## src/rtl/cpu3_pkg.sv

```systemverilog
// Shared encodings for the 3-bit chronospatial CPU decode path.
package cpu3_pkg;

  // Opcodes
  localparam logic [2:0] ADV = 3'd0;
  localparam logic [2:0] BXL = 3'd1;
  localparam logic [2:0] BST = 3'd2;
  localparam logic [2:0] JNZ = 3'd3;
  localparam logic [2:0] BXC = 3'd4;
  localparam logic [2:0] OUT = 3'd5;
  localparam logic [2:0] BDV = 3'd6;
  localparam logic [2:0] CDV = 3'd7;

  // ALU operand source selects
  localparam logic [1:0] REG_A_OP = 2'd0;
  localparam logic [1:0] REG_B_OP = 2'd1;
  localparam logic [1:0] REG_C_OP = 2'd2;
  localparam logic [1:0] REG_O_OP = 2'd3;

  // Operation selects
  localparam logic [1:0] SHIFT_SEL = 2'd0;
  localparam logic [1:0] XOR_SEL   = 2'd1;
  localparam logic [1:0] MOD_SEL   = 2'd2;
  localparam logic [1:0] JUMP_SEL  = 2'd3;

  // Combo operand sources
  localparam logic [1:0] COMBO_IMM = 2'd0;
  localparam logic [1:0] COMBO_A   = 2'd1;
  localparam logic [1:0] COMBO_B   = 2'd2;
  localparam logic [1:0] COMBO_C   = 2'd3;

  // One-hot register write enables {OUT,C,B,A}
  localparam logic [3:0] REG_A_WR_EN = 4'b0001;
  localparam logic [3:0] REG_B_WR_EN = 4'b0010;
  localparam logic [3:0] REG_C_WR_EN = 4'b0100;
  localparam logic [3:0] REG_O_WR_EN = 4'b1000;
  localparam logic [3:0] NO_WR_EN    = 4'b0000;

  // One decoded micro-op; the operand is kept raw and widened at the output.
  typedef struct packed {
    logic [1:0] op1;
    logic [1:0] op2;
    logic [1:0] op;
    logic [1:0] combo;
    logic [3:0] wr;
    logic [2:0] operand;
    logic       illegal;
  } entry_t;

endpackage

```

## src/rtl/decode_comb.sv

```systemverilog
// Pure combinational opcode/operand to micro-op translation.
// Fields an opcode does not use keep the previous entry's value to avoid toggling.
module decode_comb
  import cpu3_pkg::*;
(
  input  logic [2:0] opcode_i,
  input  logic [2:0] operand_i,
  input  logic [1:0] prev_op1_i,
  input  logic [1:0] prev_op2_i,
  input  logic [1:0] prev_combo_i,
  output entry_t     ent_o
);

  logic is_combo;

  // Translate opcode, then resolve the combo operand for combo-using ops.
  always_comb begin
    ent_o         = '0;
    ent_o.op1     = prev_op1_i;
    ent_o.op2     = prev_op2_i;
    ent_o.combo   = prev_combo_i;
    ent_o.operand = operand_i;
    is_combo      = 1'b0;
    case (opcode_i)
      ADV: begin ent_o.op = SHIFT_SEL; ent_o.wr = REG_A_WR_EN; is_combo = 1'b1; end
      BXL: begin
        ent_o.op1 = REG_B_OP; ent_o.op2 = REG_O_OP;
        ent_o.op  = XOR_SEL;  ent_o.wr  = REG_B_WR_EN;
      end
      BST: begin
        ent_o.op1 = REG_O_OP; ent_o.op = MOD_SEL; ent_o.wr = REG_B_WR_EN; is_combo = 1'b1;
      end
      JNZ: begin ent_o.op = JUMP_SEL; ent_o.wr = NO_WR_EN; end
      BXC: begin
        ent_o.op1 = REG_B_OP; ent_o.op2 = REG_C_OP;
        ent_o.op  = XOR_SEL;  ent_o.wr  = REG_B_WR_EN;
      end
      OUT: begin
        ent_o.op1 = REG_O_OP; ent_o.op = MOD_SEL; ent_o.wr = REG_O_WR_EN; is_combo = 1'b1;
      end
      BDV: begin ent_o.op = SHIFT_SEL; ent_o.wr = REG_B_WR_EN; is_combo = 1'b1; end
      default: begin ent_o.op = SHIFT_SEL; ent_o.wr = REG_C_WR_EN; is_combo = 1'b1; end
    endcase
    if (is_combo) begin
      if (!operand_i[2]) begin
        ent_o.combo = COMBO_IMM;
      end else if (operand_i == 3'd7) begin
        ent_o.illegal = 1'b1;
        ent_o.wr      = NO_WR_EN;
      end else begin
        // 4/5/6 map onto A/B/C
        ent_o.combo = operand_i[1:0] + 2'd1;
      end
    end
  end

endmodule

```

## src/rtl/instr_decode_pipe.sv

```systemverilog
// Decode stage between fetch and execute with a 2-entry skid buffer,
// halt freeze, jump flush and illegal-operand lockout.
//
// Handshake: a beat moves on a side only in a cycle where that side's valid
// and ready are both 1 at the clock edge. in_ready is registered (gated by
// halt); dec_* are held stable while dec_valid=1 and dec_ready=0.
module instr_decode_pipe
  import cpu3_pkg::*;
#(
  parameter int DATA_W       = 48,
  parameter int PC_W         = 8,
  parameter int ILLEGAL_HALT = 1
) (
  input  logic              clk,
  input  logic              rstn,
  input  logic              halt,
  input  logic              flush,
  input  logic              in_valid,
  output logic              in_ready,
  input  logic [2:0]        in_opcode,
  input  logic [2:0]        in_operand,
  input  logic [PC_W-1:0]   in_pc,
  output logic              dec_valid,
  input  logic              dec_ready,
  output logic [1:0]        dec_op1_sel,
  output logic [1:0]        dec_op2_sel,
  output logic [1:0]        dec_operation_sel,
  output logic [1:0]        dec_combo_sel,
  output logic [3:0]        dec_reg_wr_en,
  output logic [DATA_W-1:0] dec_imm,
  output logic [PC_W-1:0]   dec_pc,
  output logic              dec_illegal,
  output logic              err_illegal
);

  entry_t            main_q, main_d, skid_q, skid_d, dec_ent;
  logic [PC_W-1:0]   main_pc_q, main_pc_d, skid_pc_q, skid_pc_d;
  logic              main_v_q, main_v_d, skid_v_q, skid_v_d;
  logic              in_ready_q, in_ready_d;
  logic              lock_q, lock_d, err_q, err_d;
  logic [1:0]        last_op1_q, last_op1_d, last_op2_q, last_op2_d;
  logic [1:0]        last_combo_q, last_combo_d;
  logic              accept, drain;

  decode_comb u_decode (
    .opcode_i     (in_opcode),
    .operand_i    (in_operand),
    .prev_op1_i   (last_op1_q),
    .prev_op2_i   (last_op2_q),
    .prev_combo_i (last_combo_q),
    .ent_o        (dec_ent)
  );

  assign in_ready = in_ready_q & ~halt;
  assign accept   = in_valid & in_ready;
  assign drain    = main_v_q & dec_ready & ~halt;

  // Buffer movement: flush beats accept/drain; halt freezes everything.
  always_comb begin
    main_d       = main_q;
    skid_d       = skid_q;
    main_pc_d    = main_pc_q;
    skid_pc_d    = skid_pc_q;
    main_v_d     = main_v_q;
    skid_v_d     = skid_v_q;
    lock_d       = lock_q;
    err_d        = err_q;
    last_op1_d   = last_op1_q;
    last_op2_d   = last_op2_q;
    last_combo_d = last_combo_q;
    in_ready_d   = in_ready_q;
    if (!halt) begin
      if (flush) begin
        main_v_d = 1'b0;
        skid_v_d = 1'b0;
      end else begin
        if (accept) begin
          last_op1_d   = dec_ent.op1;
          last_op2_d   = dec_ent.op2;
          last_combo_d = dec_ent.combo;
          if (dec_ent.illegal) begin
            err_d = 1'b1;
            if (ILLEGAL_HALT != 0) lock_d = 1'b1;
          end
        end
        if (!main_v_q || drain) begin
          if (skid_v_q) begin
            main_d    = skid_q;
            main_pc_d = skid_pc_q;
            main_v_d  = 1'b1;
            skid_v_d  = accept;
            if (accept) begin
              skid_d    = dec_ent;
              skid_pc_d = in_pc;
            end
          end else begin
            main_v_d = accept;
            if (accept) begin
              main_d    = dec_ent;
              main_pc_d = in_pc;
            end
          end
        end else if (accept) begin
          skid_d    = dec_ent;
          skid_pc_d = in_pc;
          skid_v_d  = 1'b1;
        end
      end
      in_ready_d = ~skid_v_d & ~lock_d;
    end
  end

  // State registers with asynchronous active-low reset.
  always_ff @(posedge clk or negedge rstn) begin
    if (!rstn) begin
      main_q       <= '0;
      skid_q       <= '0;
      main_pc_q    <= '0;
      skid_pc_q    <= '0;
      main_v_q     <= 1'b0;
      skid_v_q     <= 1'b0;
      in_ready_q   <= 1'b1;
      lock_q       <= 1'b0;
      err_q        <= 1'b0;
      last_op1_q   <= '0;
      last_op2_q   <= '0;
      last_combo_q <= '0;
    end else begin
      main_q       <= main_d;
      skid_q       <= skid_d;
      main_pc_q    <= main_pc_d;
      skid_pc_q    <= skid_pc_d;
      main_v_q     <= main_v_d;
      skid_v_q     <= skid_v_d;
      in_ready_q   <= in_ready_d;
      lock_q       <= lock_d;
      err_q        <= err_d;
      last_op1_q   <= last_op1_d;
      last_op2_q   <= last_op2_d;
      last_combo_q <= last_combo_d;
    end
  end

  assign dec_valid         = main_v_q;
  assign dec_op1_sel       = main_q.op1;
  assign dec_op2_sel       = main_q.op2;
  assign dec_operation_sel = main_q.op;
  assign dec_combo_sel     = main_q.combo;
  assign dec_reg_wr_en     = main_q.wr;
  assign dec_imm           = {{(DATA_W-3){1'b0}}, main_q.operand};
  assign dec_pc            = main_pc_q;
  assign dec_illegal       = main_q.illegal;
  assign err_illegal       = err_q;

endmodule

```

## config.mk

```make
export PLATFORM = sky130hd
export DESIGN_NAME = instr_decode_pipe
export DESIGN_NICKNAME = d
export VERILOG_FILES = /design/src/rtl/cpu3_pkg.sv /design/src/rtl/decode_comb.sv /design/src/rtl/instr_decode_pipe.sv
export SDC_FILE = /design/constraint.sdc
export NUM_CORES = 1
export LEC_CHECK = 0
export CAP_MARGIN = 0
export CELL_PAD_IN_SITES_DETAIL_PLACEMENT = 0
export CELL_PAD_IN_SITES_GLOBAL_PLACEMENT = 1
export CORE_MARGIN = 2
export CORE_UTILIZATION = 40
export CTS_BUF_LIST = sky130_fd_sc_hd__clkbuf_2 sky130_fd_sc_hd__clkbuf_4 sky130_fd_sc_hd__clkbuf_8
export CTS_CLUSTER_DIAMETER = 80
export DETAILED_ROUTE_END_ITERATION = 8
export PLACE_DENSITY = 0.93
export SYNTH_ARGS = -nofsm -noshare
export SYNTH_HDL_FRONTEND = slang
export SYNTH_SLANG_ARGS = --single-unit
```

## constraint.sdc

```tcl
create_clock -name clk -period 4.45 [get_ports clk]
set_input_delay 0.445 -clock clk [delete_from_list [all_inputs] [get_ports clk]]
set_output_delay 0.445 -clock clk [all_outputs]
set_load 0.01 [all_outputs]
```

Yosys cells after proc, flatten, opt, wreduce, memory -nomap -nowiden

Index checks and enable logic that the tools add are counted.

Add/subtract/negate cells: 1
Muxes and demuxes: 34
Bitwise operators: 9
Equality and inequality tests: 8
Reduce and logical (&&, ||, !) cells: 14

Operators with widths:

| kind                | number |
|---|---|
| $mux 16             | 5 |
| $mux 8              | 5 |
| $pmux 4 s4          | 1 |
| $mux 1              | 15 |
| $eq 3x3->1 const B  | 4 |
| $mux 4              | 2 |
| $pmux 2 s2          | 2 |
| $reduce_and 4->1    | 2 |
| $eq 3x2->1 const B  | 2 |
| $mux 6              | 1 |
| $pmux 2 s3          | 1 |
| $reduce_and 3->1    | 2 |
| $and 1x1->1         | 5 |
| $mux 2              | 2 |
| $not 1->1           | 4 |
| $reduce_bool 2->1   | 2 |
| $reduce_or 2->1     | 2 |
| $reduce_or 4->1     | 1 |
| $eq 3x1->1 const B  | 1 |
| $logic_not 3->1     | 1 |
| $reduce_or 3->1     | 1 |
| $add 2x1->2 const B | 1 |
| $ne 2x2->1 const B  | 1 |
| $reduce_and 2->1    | 1 |
| other kinds (2)     | 2 |

Bits of input ports: 20
Logic and storage cells: 90
Flip-flop bits (word level): 59
Output and inout port bits: 72

Depth between registers and ports, before layout

Depth after elaboration: 10
Depth in mapped cells: 6
Depth with buffers taken out: 5

By module

A second synthesis with hierarchy kept.

Cells, all modules: 282
Area, all modules: 3214.3 µm²

By module, submodules not included:

| module            | cells an instance | sequential area each (µm²) | times used | area each (µm²) |
|---|---|---|---|---|
| instr_decode_pipe | 243               | 1477.7                     | 1          | 2955.3 |
| decode_comb       | 39                | 0.0                        | 1          | 259.0 |

Worst setup path before layout

Ideal clock, no wire load.

Kind: input-to-reg
Start: in halt
End: reg skid_q[10] (netlist name)
Required time: 4325 ps
Library setup time: 125 ps
Path buffers: 3
Stages: 6
Arrival: 1590 ps
Setup slack: 2735 ps
Cell sequence: buf_6 -> and4bb_4 -> o21a_1 -> buf_6 -> buf_12 -> mux2_4

Cells in the longest elaborated chain, start to end: 6
Elaborated cells on any way between the ends: 10
Classes of those cells: 1 x eq/ne; 3 x mux; 4 x bitwise; 2 x reduce/logical

RTL lines:

| element                      | RTL line                 | RTL |
|---|---|---|
| start: declaration           | instr_decode_pipe.sv:16  | `input logic halt,` |
| $not 1->1 (no source line) * | -                        |  |
| $and 1x1->1                  | instr_decode_pipe.sv:54  | `assign in_ready = in_ready_q & ~halt;` |
| $and 1x1->1                  | instr_decode_pipe.sv:55  | `assign accept = in_valid & in_ready;` |
| $mux 16 (2 in a row)         | -                        |  |
| $mux 16                      | instr_decode_pipe.sv:86  | `if (!main_v_q \|\| drain) begin` |
| end signal: assignment       | instr_decode_pipe.sv:130 | `skid_q <= skid_d;` |
| end: declaration             | instr_decode_pipe.sv:36  | `entry_t main_q, main_d, skid_q, skid_d, dec_ent;` |

Mark *: on every way between the ends. The rest lies on a longest branch, timed or not. The select of a mux whose other input is x is not followed.
A chain may end at the register's enable or synchronous reset.

Final worst setup path

Start: in halt
End: reg main_pc_q[6], in the netlist dec_pc[6]

Cells in the longest elaborated chain, start to end: 5
Elaborated cells on any way between the ends: 7
Classes of those cells: 4 x bitwise; 3 x reduce/logical

RTL lines:

| element                             | RTL line                 | RTL |
|---|---|---|
| $not 1->1 (no source line) *        | -                        |  |
| $and 1x1->1                         | instr_decode_pipe.sv:54  |  |
| $and 1x1->1                         | instr_decode_pipe.sv:55  |  |
| $reduce_bool 2->1 (no source line)  | -                        |  |
| $reduce_and 4->1 (no source line) * | -                        |  |
| end signal: assignment              | instr_decode_pipe.sv:131 | `main_pc_q <= main_pc_d;` |
| end: declaration                    | instr_decode_pipe.sv:37  | `logic [PC_W-1:0] main_pc_q, main_pc_d, skid_pc_q, skid_pc_d;` |

Mark *: on every way between the ends. The rest lies on a longest branch, timed or not.

==> run metrics <==
Worst Path Class, Setup input pin to flop; die height approximately 94 um; Synth Area per Inst roughly 11 um2; Leakage Power approximately 1.7 nW; CTS resizes 0; commonest cells after routing, fill and taps aside dfrtp_1, conb_1, clkdlybuf4s50_1; Seq/Total Area, Yosys a little under half; status completed; DRC viols 0; CP bufs+invs 1; achievable frequency approximately 440 MHz; WL final 6.422 mm; via count approximately 2200; largest net degree at the start of global routing 60; Synth Register Bits between 50 and 60; initial antenna violation count 0; DR vias/cell 4.851; GRT overflow 0; Post-CTS Hold Fix Bufs 0; Iter 0 DRT Violations just under 100; GRT Util Overall 15.39%; Worst Tran Pin Value 1.119 ns; worst path required time around 4.6 ns; fin. max-slew vios 0; startpoint types input pin; fraction of layout cells with a size suffix above 1 roughly 16%; crit share post-route just over 50%; worst hold margin around 0.24 ns; ant diodes 0; DRT Pass-1 Iters 4; Clock transition at path regs roughly 0.070 ns; Clock Tree Buf Depth 2; first-pass GRT wire length 10.51 mm; crit path time final around 2.3 ns; endpoints failing setup 0; clk root buf clkbuf_8; EDFF count, synth 0; Yosys warnings 0; setup TNS after final layout 0 ns; DP Wirelength 4.315 mm; RePlAce Congestion ~0.77; CTS Buf Count 9; max_cap viols 0; RSZ-0062 raised after global routing false; slowest CP cell a2111o_1; Worst Path Arrival about 2.5 ns; Fillers 750; mapped cell area around 3300 um2; initial core utilization a little over two fifths; site row count 32; most used flip-flop cell after synthesis dfrtp_1; Worst slew margin roughly a quarter; Peak VDD IR ~210 uV; Antenna Nets Post-Route 0; Final nets 364; die outline width 94.34 um; port bufs 46; CTS tree done; Mapped Cells 302; Critical Path Fanout Max 36; Core Util, Final approximately half; Worst Setup End Kind flop; Synth cell types between 50 and 60; die area slightly below 9000 um2; core region area 7807 um2; DR WL/cell approximately 14 um; Critical Path Max Stage Delay about 0.89 ns; Hold Path Class input pin to asynchronous set/reset pin; worst skew pair latency roughly 0.35 ns; Post-CTS Setup Bufs 0; # clock sinks 59; H-tree Lvls 3; vias in the first global route about 2100; P&R area growth vs syn 15.06%; power density over the cells around 490 nW/um2; CP top delay family compound AO/OA/AOI/OAI gates; commonest non-fill, non-tap cell in the layout dfrtp_1; Setup Skew between 0.009 and 0.01 ns; io pins 92; CP cell instances clkdlybuf4s50_1, nand2b_4, a2111o_1, o21ai_0; Hold Vio Cnt, Final 0; Post-synth ARST share 100.0%
power by group:
| group | total [mW] | internal, mW | switching [mW] |
|---|---|---|---|
| Sequential | 0.798 | 0.702 | 0.0961 |
| Clock | 0.494 | 0.262 | 0.232 |
| Combinational | 0.533 | 0.306 | 0.226 |
per-stage QoR:
stage	power, mW	cells	setup slack [ns]	area [um2]
after floorplan	1.132	346	2.735	3430
after global placement	1.322	434	1.883	3555
after detailed placement	1.346	434	1.765	3555
after CTS	1.846	450	2.158	3756
after global routing	1.945	450	1.939	3756
final	1.824	450	2.156	3756
path summary, 6_finish.rpt:
kind	cells after the start	slack (ns)	start	end
hold / removal	2	0.24	rstn	dec_operation_sel[1]
setup / recovery	4	2.16	halt	dec_pc[6]
hold reg to reg	2	0.46	last_op2_q[1]	last_op2_q[1]
setup reg to reg	4	2.43	in_ready_q	dec_pc[6]
max in group asynchronous	2	3.72	rstn	dec_valid
min in group clk	2	0.46	last_op2_q[1]	last_op2_q[1]
cell families after synthesis:
logic type / count (synthesis) / share of synthesized area, %
xor+xnor: 1 / 0.2684
other cells: 1 / 0.1149
flops: 59 / 45.27
compound gates: 71 / 14.03
mux: 37 / 14.37
simple gates: 59 / 9.583
fa+ha+maj: 1 / 0.3832
buf+inv: 73 / 15.98
final cells by class:
class / instances / area [um2] / area share, %
flip-flops and latches: 59 / 1478 / 39.34
multi-input cells: 214 / 1430 / 38.07
inverters: 9 / 33.78 / 0.8994
clock buffers: 9 / 123.9 / 3.298
well taps: 102 / 127.6 / 3.398
clock inverters: 7 / 77.57 / 2.065
repair buffers: 50 / 485.5 / 12.92
flip-flops by register name, summed over array words and instances, names as in the netlist:
| name | count |
|---|---|
| skid_q | 16 |
| dec_pc | 8 |
| skid_pc_q | 8 |
| dec_reg_wr_en | 4 |
| dec_imm | 3 |
| dec_combo_sel | 2 |
| dec_op1_sel | 2 |
| dec_op2_sel | 2 |
| dec_operation_sel | 2 |
| last_combo_q | 2 |
| last_op1_q | 2 |
| last_op2_q | 2 |
| dec_illegal | 1 |
| dec_valid | 1 |
| err_illegal | 1 |
| in_ready_q | 1 |
| lock_q | 1 |
| skid_v_q | 1 |
metal layers:
layer	global-route usage, %	wire (um)	vias to the layer above
li1	-	-	1043
met4	3.261	38	0
met5	0	0	-
met1	20.71	2978	1056
met2	23.81	2971	81
met3	5.906	435	3
Yosys cell counts, types with 2 or more instances:
master    instances  area share, %
nor3_1            2           0.31
a22o_1            3           0.81
inv_1             8           0.92
buf_4            45             10
mux2i_1          15            4.6
nand2_1          29            3.3
or2_2             2           0.38
clkbuf_1          5           0.57
buf_6             5            1.7
buf_2             7            1.1
a21oi_1           5           0.77
o21a_1            4           0.92
dfrtp_1          58             44
o211ai_1          3           0.69
o21ai_0          22            3.4
o41ai_1           2           0.54
and2_1            3           0.57
nor2_1           11            1.3
a221oi_1          3           0.81
mux2_4           19            8.7
o31ai_1           2           0.46
buf_12            2            1.2
o21ai_1          15            2.3
mux2_2            3            1.0
worst reg2reg max path: cells and delay by family, from the launching register on:
kind | cells | cell delay [ns]
AO/OA/AOI/OAI | 3 | 1.08
AND/OR/NAND/NOR | 1 | 0.22
flip-flops | 1 | 0.56
(Power assumes the default switching activity.)
